==> src/rtl/aes_pkg.sv <==
// Shared AES constants, key-schedule state encoding and GF(2^8) helpers.
// Used by key_schedule and subword.
package aes_pkg;

  localparam int         AES_NR    = 10;
  localparam logic [7:0] RCON_INIT = 8'h01;
  localparam logic [7:0] RCON_POLY = 8'h1B;

  typedef enum logic {
    IDLE,
    EMIT
  } ks_state_t;

  // Forward S-box, byte 0x00 in the most significant position.
  localparam logic [2047:0] SBOX = {
    128'h637c777bf26b6fc53001672bfed7ab76, 128'hca82c97dfa5947f0add4a2af9ca472c0,
    128'hb7fd9326363ff7cc34a5e5f171d83115, 128'h04c723c31896059a071280e2eb27b275,
    128'h09832c1a1b6e5aa0523bd6b329e32f84, 128'h53d100ed20fcb15b6acbbe394a4c58cf,
    128'hd0efaafb434d338545f9027f503c9fa8, 128'h51a3408f929d38f5bcb6da2110fff3d2,
    128'hcd0c13ec5f974417c4a77e3d645d1973, 128'h60814fdc222a908846eeb814de5e0bdb,
    128'he0323a0a4906245cc2d3ac629195e479, 128'he7c8376d8dd54ea96c56f4ea657aae08,
    128'hba78252e1ca6b4c6e8dd741f4bbd8b8a, 128'h703eb5664803f60e613557b986c11d9e,
    128'he1f8981169d98e949b1e87e9ce5528df, 128'h8ca1890dbfe6426841992d0fb054bb16
  };

  function automatic logic [7:0] xtime(input logic [7:0] x);
    return {x[6:0], 1'b0} ^ (x[7] ? RCON_POLY : 8'h00);
  endfunction

  function automatic logic [7:0] sbox(input logic [7:0] b);
    return SBOX[8 * (255 - int'(b)) +: 8];
  endfunction

endpackage

==> src/rtl/key_round.sv <==
// One combinational AES-128 key expansion step: current key + rcon -> next key.
module key_round (
  input  logic [127:0] key_cur,
  input  logic [7:0]   rcon,
  output logic [127:0] key_nxt
);

  // w[0..3] are the current words (w[0] = key_cur[127:96]), w[4..7] the new ones.
  logic [7:0][31:0] w;
  logic [31:0]      sub;
  logic [31:0]      t;

  subword u_subword (
    .din  ({w[3][23:0], w[3][31:24]}),
    .dout (sub)
  );

  assign t = sub ^ {rcon, 24'h0};

  generate
    for (genvar gi = 0; gi < 4; gi++) begin : g_cur
      assign w[gi] = key_cur[127 - 32*gi -: 32];
    end
    for (genvar gi = 4; gi < 8; gi++) begin : g_nxt
      if (gi == 4) begin : g_first
        assign w[gi] = w[0] ^ t;
      end else begin : g_chain
        assign w[gi] = w[gi-4] ^ w[gi-1];
      end
      assign key_nxt[127 - 32*(gi-4) -: 32] = w[gi];
    end
  endgenerate

endmodule

==> src/rtl/subword.sv <==
// Byte-wise S-box substitution of a 32-bit word (AES SubWord).
module subword
  import aes_pkg::*;
(
  input  logic [31:0] din,
  output logic [31:0] dout
);

  generate
    for (genvar gi = 0; gi < 4; gi++) begin : g_byte
      assign dout[8*gi +: 8] = sbox(din[8*gi +: 8]);
    end
  endgenerate

endmodule

==> src/rtl/key_schedule.sv <==
// Sequential AES-128 key expansion: emits round keys 0..NR over a valid/ready handshake.
// Optional round-key store for reverse replay is enabled by defining KEY_SCHEDULE_STORE_EN.
module key_schedule
  import aes_pkg::*;
#(
  parameter int NR = AES_NR
) (
  input  logic         clk,
  input  logic         reset,
  input  logic         start,
  input  logic [127:0] key,
  output logic         rk_valid,
  input  logic         rk_ready,
  output logic [127:0] roundkey,
  output logic [3:0]   round,
  output logic         busy,
  output logic         done,
  input  logic [3:0]   rd_idx,
  output logic [127:0] rd_data
);

  localparam logic [3:0] LAST_ROUND = 4'(NR);

  ks_state_t    state_reg, state_next;
  logic [127:0] key_reg, key_next;
  logic [3:0]   round_reg, round_next;
  logic [7:0]   rcon_reg, rcon_next;
  logic         done_reg, done_next;
  logic [127:0] expanded;

  key_round u_key_round (
    .key_cur (key_reg),
    .rcon    (rcon_reg),
    .key_nxt (expanded)
  );

  always_comb begin
    state_next = state_reg;
    key_next   = key_reg;
    round_next = round_reg;
    rcon_next  = rcon_reg;
    done_next  = 1'b0;
    case (state_reg)
      IDLE: begin
        if (start) begin
          key_next   = key;
          round_next = 4'd0;
          rcon_next  = RCON_INIT;
          state_next = EMIT;
        end
      end
      EMIT: begin
        if (rk_ready) begin
          if (round_reg == LAST_ROUND) begin
            state_next = IDLE;
            done_next  = 1'b1;
          end else begin
            key_next   = expanded;
            round_next = round_reg + 4'd1;
            rcon_next  = xtime(rcon_reg);
          end
        end
      end
      default: state_next = IDLE;
    endcase
  end

  always_ff @(posedge clk) begin
    if (reset) begin
      state_reg <= IDLE;
      key_reg   <= '0;
      round_reg <= '0;
      rcon_reg  <= RCON_INIT;
      done_reg  <= 1'b0;
    end else begin
      state_reg <= state_next;
      key_reg   <= key_next;
      round_reg <= round_next;
      rcon_reg  <= rcon_next;
      done_reg  <= done_next;
    end
  end

  assign rk_valid = (state_reg == EMIT);
  assign roundkey = rk_valid ? key_reg : '0;
  assign round    = rk_valid ? round_reg : 4'd0;
  assign busy     = (state_reg != IDLE);
  assign done     = done_reg;

`ifdef KEY_SCHEDULE_STORE_EN
  logic [127:0] store_mem [0:NR];
  logic [NR:0]  store_valid_reg;
  logic [127:0] rd_data_reg;

  // Array kept reset-free so it maps to RAM; validity is tracked separately.
  always_ff @(posedge clk) begin
    if (state_reg == EMIT) begin
      store_mem[round_reg] <= key_reg;
    end
  end

  always_ff @(posedge clk) begin
    if (reset) begin
      store_valid_reg <= '0;
      rd_data_reg     <= '0;
    end else begin
      if (state_reg == IDLE && start) begin
        store_valid_reg <= '0;
      end else if (state_reg == EMIT) begin
        store_valid_reg[round_reg] <= 1'b1;
      end
      if (rd_idx <= LAST_ROUND && store_valid_reg[rd_idx]) begin
        rd_data_reg <= store_mem[rd_idx];
      end else begin
        rd_data_reg <= '0;
      end
    end
  end

  assign rd_data = rd_data_reg;
`else
  logic unused_rd_idx;
  assign unused_rd_idx = ^rd_idx;
  assign rd_data       = '0;
`endif

endmodule

==> config.mk <==
export PLATFORM = sky130hd
export DESIGN_NAME = key_schedule
export DESIGN_NICKNAME = d
export VERILOG_FILES = /design/src/rtl/aes_pkg.sv /design/src/rtl/key_round.sv /design/src/rtl/subword.sv /design/src/rtl/key_schedule.sv
export SDC_FILE = /design/constraint.sdc
export NUM_CORES = 1
export LEC_CHECK = 0
export ABC_CLOCK_PERIOD_IN_PS = 7500
export CAP_MARGIN = 20
export CORE_AREA = 4 4 251 253
export CTS_CLUSTER_DIAMETER = 50
export DETAILED_ROUTE_END_ITERATION = 7
export DIE_AREA = 0 0 255 257
export PLACE_DENSITY = 0.63
export SLEW_MARGIN = 20
export SYNTH_ARGS = -nofsm -noshare
export SYNTH_HDL_FRONTEND = slang
export SYNTH_HIERARCHICAL = 1
export SYNTH_SLANG_ARGS = --single-unit
==> constraint.sdc <==
create_clock -name clk -period 7.5 [get_ports clk]
set_input_delay 1.5 -clock clk [delete_from_list [all_inputs] [get_ports clk]]
set_output_delay 1.5 -clock clk [all_outputs]
set_load 0.03 [all_outputs]
# --- Word level (Yosys, flattened, before mapping) ---
# Cells that the tools add are included.
totals:
  register_bits: 142
  wordCells: 48
op_classes:
  add_sub_neg: 5
  eq_ne: 4
  shifts: 4
  muxes: 20
  n_bitwise: 8
  reduce_logical: 2
op_table:
  columns: ["cell", "n"]
  rows:
  - ["2048-bit by 12-bit variable part select with 8-bit output (first input constant)", 3]
  - ["2048-bit by 32-bit variable part select with 8-bit output (first input constant)", 1]
  - ["128-bit 2-to-1 mux", 4]
  - ["128-bit one-hot mux with 2 select lines", 1]
  - ["32-bit XOR", 5]
  - ["8-bit by 8-bit subtractor with 9-bit output (first input constant)", 4]
  - ["8-bit 2-to-1 mux", 3]
  - ["4-bit 2-to-1 mux", 4]
  - ["8-bit one-hot mux with 2 select lines", 1]
  - ["4-bit one-hot mux with 2 select lines", 1]
  - ["8-bit by 5-bit XOR with 8-bit output", 1]
  - ["2-bit != test (second input constant)", 3]
  - ["5-bit 2-to-1 mux", 1]
  - ["4-bit by 1-bit adder with 4-bit output (second input constant)", 1]
  - ["4-bit equality test (second input constant)", 1]
  - ["1-bit 2-to-1 mux", 4]
  - ["3-bit AND reduction", 1]
  - ["3-bit OR reduction", 1]
  - ["1-bit inverter", 2]
  - ["1-bit one-hot mux with 2 select lines", 1]

# --- Depth between registers and ports, before layout ---
logic_depth:
  depth_word: 10
  mapped_depth: 16

# --- Hierarchy ---
# The synthesis kept the hierarchy.
modules_own_cells:
  columns: ["module", "n_inst", "cells_each", "area_per_inst_um2", "seq_area_each_um2"]
  rows:
  - ["subword", 1, 2194, 13446.6, 0.0]
  - ["key_schedule", 1, 951, 9066.2, 2842.7]
  - ["key_round", 1, 175, 1550.2, 0.0]

# --- Worst setup path after synthesis ---
# OpenSTA, ideal clock, no wires.
synth_path:
  path_kind: "flip-flop to flip-flop"
  start: "register key_reg[1]"
  end: "register key_reg[9]"
  setup_ns: 0.086
  t_arrival_ns: 3.736
  required_time_ns: 7.414
  path_slack_ns: 3.678
  path_stages_with_launch: 15
  period_less_slack_ns: 3.822
  path_cell_list: "dfxtp_1 -> clkbuf_1 -> clkinv_1 -> ha_1 -> clkbuf_1 -> nand2b_1 -> nand2_1 -> mux4_2 -> a22o_1 -> a211oi_1 -> xor2_1 -> xnor2_1 -> xor2_1 -> mux2i_1 -> a211oi_1"
synth_between:
  elab_chain_cells: 10
synth_rtl:
  columns: ["item", "line_no", "rtl"]
  rows:
  - ["from (decl)", "key_schedule.sv:25", "logic [127:0] key_reg, key_next;"]
  - ["from (signal assigned)", "key_schedule.sv:77", "key_reg <= key_next;"]
  - ["8-bit by 8-bit subtractor with 9-bit output", "aes_pkg.sv:31", "return SBOX[8 * (255 - int'(b)) +: 8];"]
  - ["2048-bit by 12-bit variable part select with 8-bit output", "aes_pkg.sv:31", null]
  - ["named net u_key_round.sub[9]", "key_round.sv:10", "logic [31:0] sub;"]
  - ["32-bit XOR", "key_round.sv:18", "assign t = sub ^ {rcon, 24'h0};"]
  - ["32-bit XOR", "key_round.sv:26", "assign w[gi] = w[0] ^ t;"]
  - ["named net expanded[105]", "key_schedule.sv:29", "logic [127:0] expanded;"]
  - ["32-bit XOR (2 in a row)", "key_round.sv:28", "assign w[gi] = w[gi-4] ^ w[gi-1];"]
  - ["named net expanded[41]", "key_schedule.sv:29", null]
  - ["32-bit XOR", "key_round.sv:28", null]
  - ["named net expanded[9]", "key_schedule.sv:29", null]
  - ["128-bit 2-to-1 mux", "key_schedule.sv:54", "if (round_reg == LAST_ROUND) begin"]
  - ["128-bit 2-to-1 mux", "key_schedule.sv:53", "if (rk_ready) begin"]
  - ["128-bit one-hot mux with 2 select lines", "key_schedule.sv:43", "case (state_reg)"]
# The timed path passes the listed nets, and every way through them passes these cells. The select of a mux whose other input is x is not followed.
# A chain may end at the register's enable or synchronous reset.

# --- Worst setup path after layout ---
layout_path:
  start: "register key_reg[25]"
  end: "register key_reg[7]"
layout_between:
  elab_chain_cells: 10
layout_rtl:
  columns: ["item", "line_no"]
  rows:
  - ["8-bit by 8-bit subtractor with 9-bit output", "aes_pkg.sv:31"]
  - ["2048-bit by 32-bit variable part select with 8-bit output", "aes_pkg.sv:31"]
  - ["named net u_key_round.sub[7]", "key_round.sv:10"]
  - ["32-bit XOR", "key_round.sv:18"]
  - ["32-bit XOR", "key_round.sv:26"]
  - ["named net expanded[103]", "key_schedule.sv:29"]
  - ["32-bit XOR (2 in a row)", "key_round.sv:28"]
  - ["named net expanded[39]", "key_schedule.sv:29"]
  - ["32-bit XOR", "key_round.sv:28"]
  - ["named net expanded[7]", "key_schedule.sv:29"]
  - ["128-bit 2-to-1 mux", "key_schedule.sv:54"]
  - ["128-bit 2-to-1 mux", "key_schedule.sv:53"]
  - ["128-bit one-hot mux with 2 select lines", "key_schedule.sv:43"]
# The timed path passes the listed nets, and every way through them passes these cells. The select of a mux whose other input is x is not followed.

==> flow_metrics.tcl <==
set metrics [dict create \
    crit_fanout 36 \
    dieArea_um2 65500 \
    slew_headroom_pct 28.0 \
    syn_inst 3320 \
    seq_area_frac_synth_pct 11.8 \
    drc 9 \
    swShare_pct 54.3 \
    htreeDepth 4 \
    cts_made_buffers 17 \
    clock-sinks 142 \
    fin_cells 4077 \
    final_cell_area_um2 26400 \
    synth_top_area_cell "dfxtp_1" \
    grt.busiest_layer "met2" \
    r2r_start "key_reg[25]$_SDFFE_PP0P_" \
    finalHoldViolCount 0 \
    critPathLaunchType "flip-flop" \
    outcome "complete, but fails checks" \
    fmax_mhz 200 \
    ys.flop_type "dfxtp_1" \
    synth_edf_count 0 \
    syn_area_um2 24100 \
    use_met2_pct 43.6 \
    routed_via_density 6.69 \
    clkLatencyLatePin_ns 0.50 \
    cts_buffer_depth 2 \
    diodes 0 \
    synth_top_cell_area_share_pct 11.8 \
    hold_buffers 0 \
    async_flop_share_pct 0 \
    path_clk_slew_ns 0.07 \
    antenna_found_initial 0 \
    final_util_pct 43.3 \
    vias 27292 \
    placed_area_um2 25800 \
    violations "design-rule violations" \
    setup-tns-final_ns 0 \
    whs_path_depth 2 \
    synth_area_leaders "dfxtp_1 12%, a211oi_1 8.6%, mux2i_1 6.2%, buf_4 4.6%, a21oi_1 4.3%" \
    maxSlewViolCount 0 \
    track_usage_pct 29.2 \
    num_rows 91 \
    min_period_over_period_pct 66.8 \
    io_buffers 266 \
    die_x_um 255 \
    drt_iter0_drc 4597 \
    final_nets 3473 \
    multi_input_area_um2 18700 \
    ant_nets 0 \
    r2r_cells 13 \
    grtUsageMet1_pct 40.4 \
    worst_ep_required_time_ns 7.90 \
    arrival_ns 5.41 \
    cp-end-kind "flip-flop" \
    cap_viol_max_count 0 \
    skew_ns 0.0152 \
    cts_root_buffer "clkbuf_16" \
    pwr-share-comb_pct 69.1 \
    whs_ns 0.492 \
    largest_reg_flops 128 \
    period_needed_ns 5.01 \
    tritoncts "done" \
    total_leakage_power_nw 9.20 \
    grt_pass1_vias 24506 \
    ys_ff_latch 142 \
    hold_path_class "flip-flop to flip-flop" \
    p_sw_mw 3.38 \
    grt_pass1_wl_mm 153 \
    worst_slew_pin_slew_ns 1.08 \
    clockPowerShare_pct 14.0 \
    ys_types 89 \
    core_area_um2 61000 \
    grt_max_degree 130 \
    area_growth_pct 9.70 \
    seqPwrFrac_pct 16.9 \
    critPathKind "flip-flop to flip-flop" \
    die-height_um 257 \
    place_congestion 1.04 \
    peakVddDrop_v 0.000181 \
    hold-path-endpoint "rcon_reg[7]$_SDFFE_PP0P_" \
    gr-usage-met3_pct 6.25 \
    setup_viol 0 \
    start_util_pct 39.4 \
    yosysWarnings 6 \
    reg2reg_slack_ns 2.49 \
    avgSynthCellArea_um2 7.25 \
    wl_per_cell_um 25.1 \
    p_int_mw 2.84 \
    post_cts_buffers 0 \
    final_cell_mix "277 x a211oi_1, 265 x clkdlybuf4s50_1, 205 x a21oi_1" \
    cts-resized-gates 0 \
    drive_above_1_share_pct 6.24 \
    p_per_area_nw_per_um2 236 \
    seqCellArea_um2 2880 \
    fillers 6307 \
    min_from "rcon_reg[6]$_SDFFE_PP0P_" \
    rsz0062_at_grt "false" \
    final_common_cell "a211oi_1" \
    overflow 0 \
    pin_count 399 \
    routed_wl_mm 102 \
    first_pass_iters 8 \
    dp_cells 4046 \
    hpwl_mm 68.2 \
    r2r_end "key_reg[7]$_SDFFE_PP0P_" \
]
==> metrics by stage <==
step                setup WS, ns  power (mW)
CTS                         2.67        6.11
global route                2.34        6.55
floorplan                   3.68        4.10
finish                      2.49        6.23
global placement            2.68        5.23
detailed placement          2.71        5.21
==> layout make-up <==
cell class	instances	share of cell area, %
clock buffer	17	1.61
inverter	43	0.611
timing repair buffer	326	12.0
clock inverter	14	0.465
multi-input combinational	2745	70.7
tap	790	3.74
sequential	142	10.9
==> metal layers <==
metal / part of all wire [%] / wire length (um)
met1: 41 / 41600
met5: 0 / 0
met2: 43 / 43600
met3: 11 / 11800
met4: 5.3 / 5390
==> synthesized netlist by cell type, types with 96 or more instances <==
cell type    n
a211oi_1   277
a21oi_1    205
o21ai_0    201
nand2_1    200
nor2_1     172
clkbuf_1   167
and2_1     160
buf_4      148
mux2i_1    148
buf_2      142
dfxtp_1    142
xor2_1      96
==> power by group through the flow <==
stage               sequential [mW]  clock [mW]  combinational, mW
finish                         1.05       0.872               4.30
global route                   1.07       0.927               4.55
CTS                            1.05       0.900               4.16
detailed placement             1.06           0               4.14
global placement               1.06           0               4.17
floorplan                     0.970           0               3.13
==> worst max-delay path, stage by stage (launching register included) <==
cell	delay [ns]
dfxtp_1	0.31
buf_4	0.39
inv_2	0.31
ha_1	0.87
nor2b_1	0.66
a21oi_1	0.18
mux4_2	0.49
o311ai_0	0.38
and3_1	0.29
xor2_1	0.31
xnor2_1	0.21
xor2_1	0.16
mux2i_1	0.09
a211oi_1	0.23
==> cells by family (layout without fill, tap and decap cells) <==
kind of cell	Yosys count	count (layout)	synth area share, %
other	1	128	0.0156
buffers and inverters	560	400	12.7
adder cells (fa/ha/maj)	62	62	3.22
AO/OA/AOI/OAI	1205	1205	35.8
flip-flops	142	142	11.8
multiplexers	175	175	8.36
XOR/XNOR	190	190	7.01
AND/OR/NAND/NOR	985	985	21.1
==> worst max path at each step <==
stage                               to                     start  slack (ns)
2_1_floorplan  key_reg[9]$_SDFFE_PP0P_   key_reg[1]$_SDFFE_PP0P_        3.68
5_1_grt        key_reg[7]$_SDFFE_PP0P_  key_reg[25]$_SDFFE_PP0P_        2.34
3_3_place_gp   key_reg[7]$_SDFFE_PP0P_  key_reg[25]$_SDFFE_PP0P_        2.68
3_5_place_dp   key_reg[2]$_SDFFE_PP0P_  key_reg[25]$_SDFFE_PP0P_        2.71
6_report       key_reg[7]$_SDFFE_PP0P_  key_reg[25]$_SDFFE_PP0P_        2.49
4_1_cts        key_reg[7]$_SDFFE_PP0P_  key_reg[25]$_SDFFE_PP0P_        2.67
(Power assumes the default switching activity.)
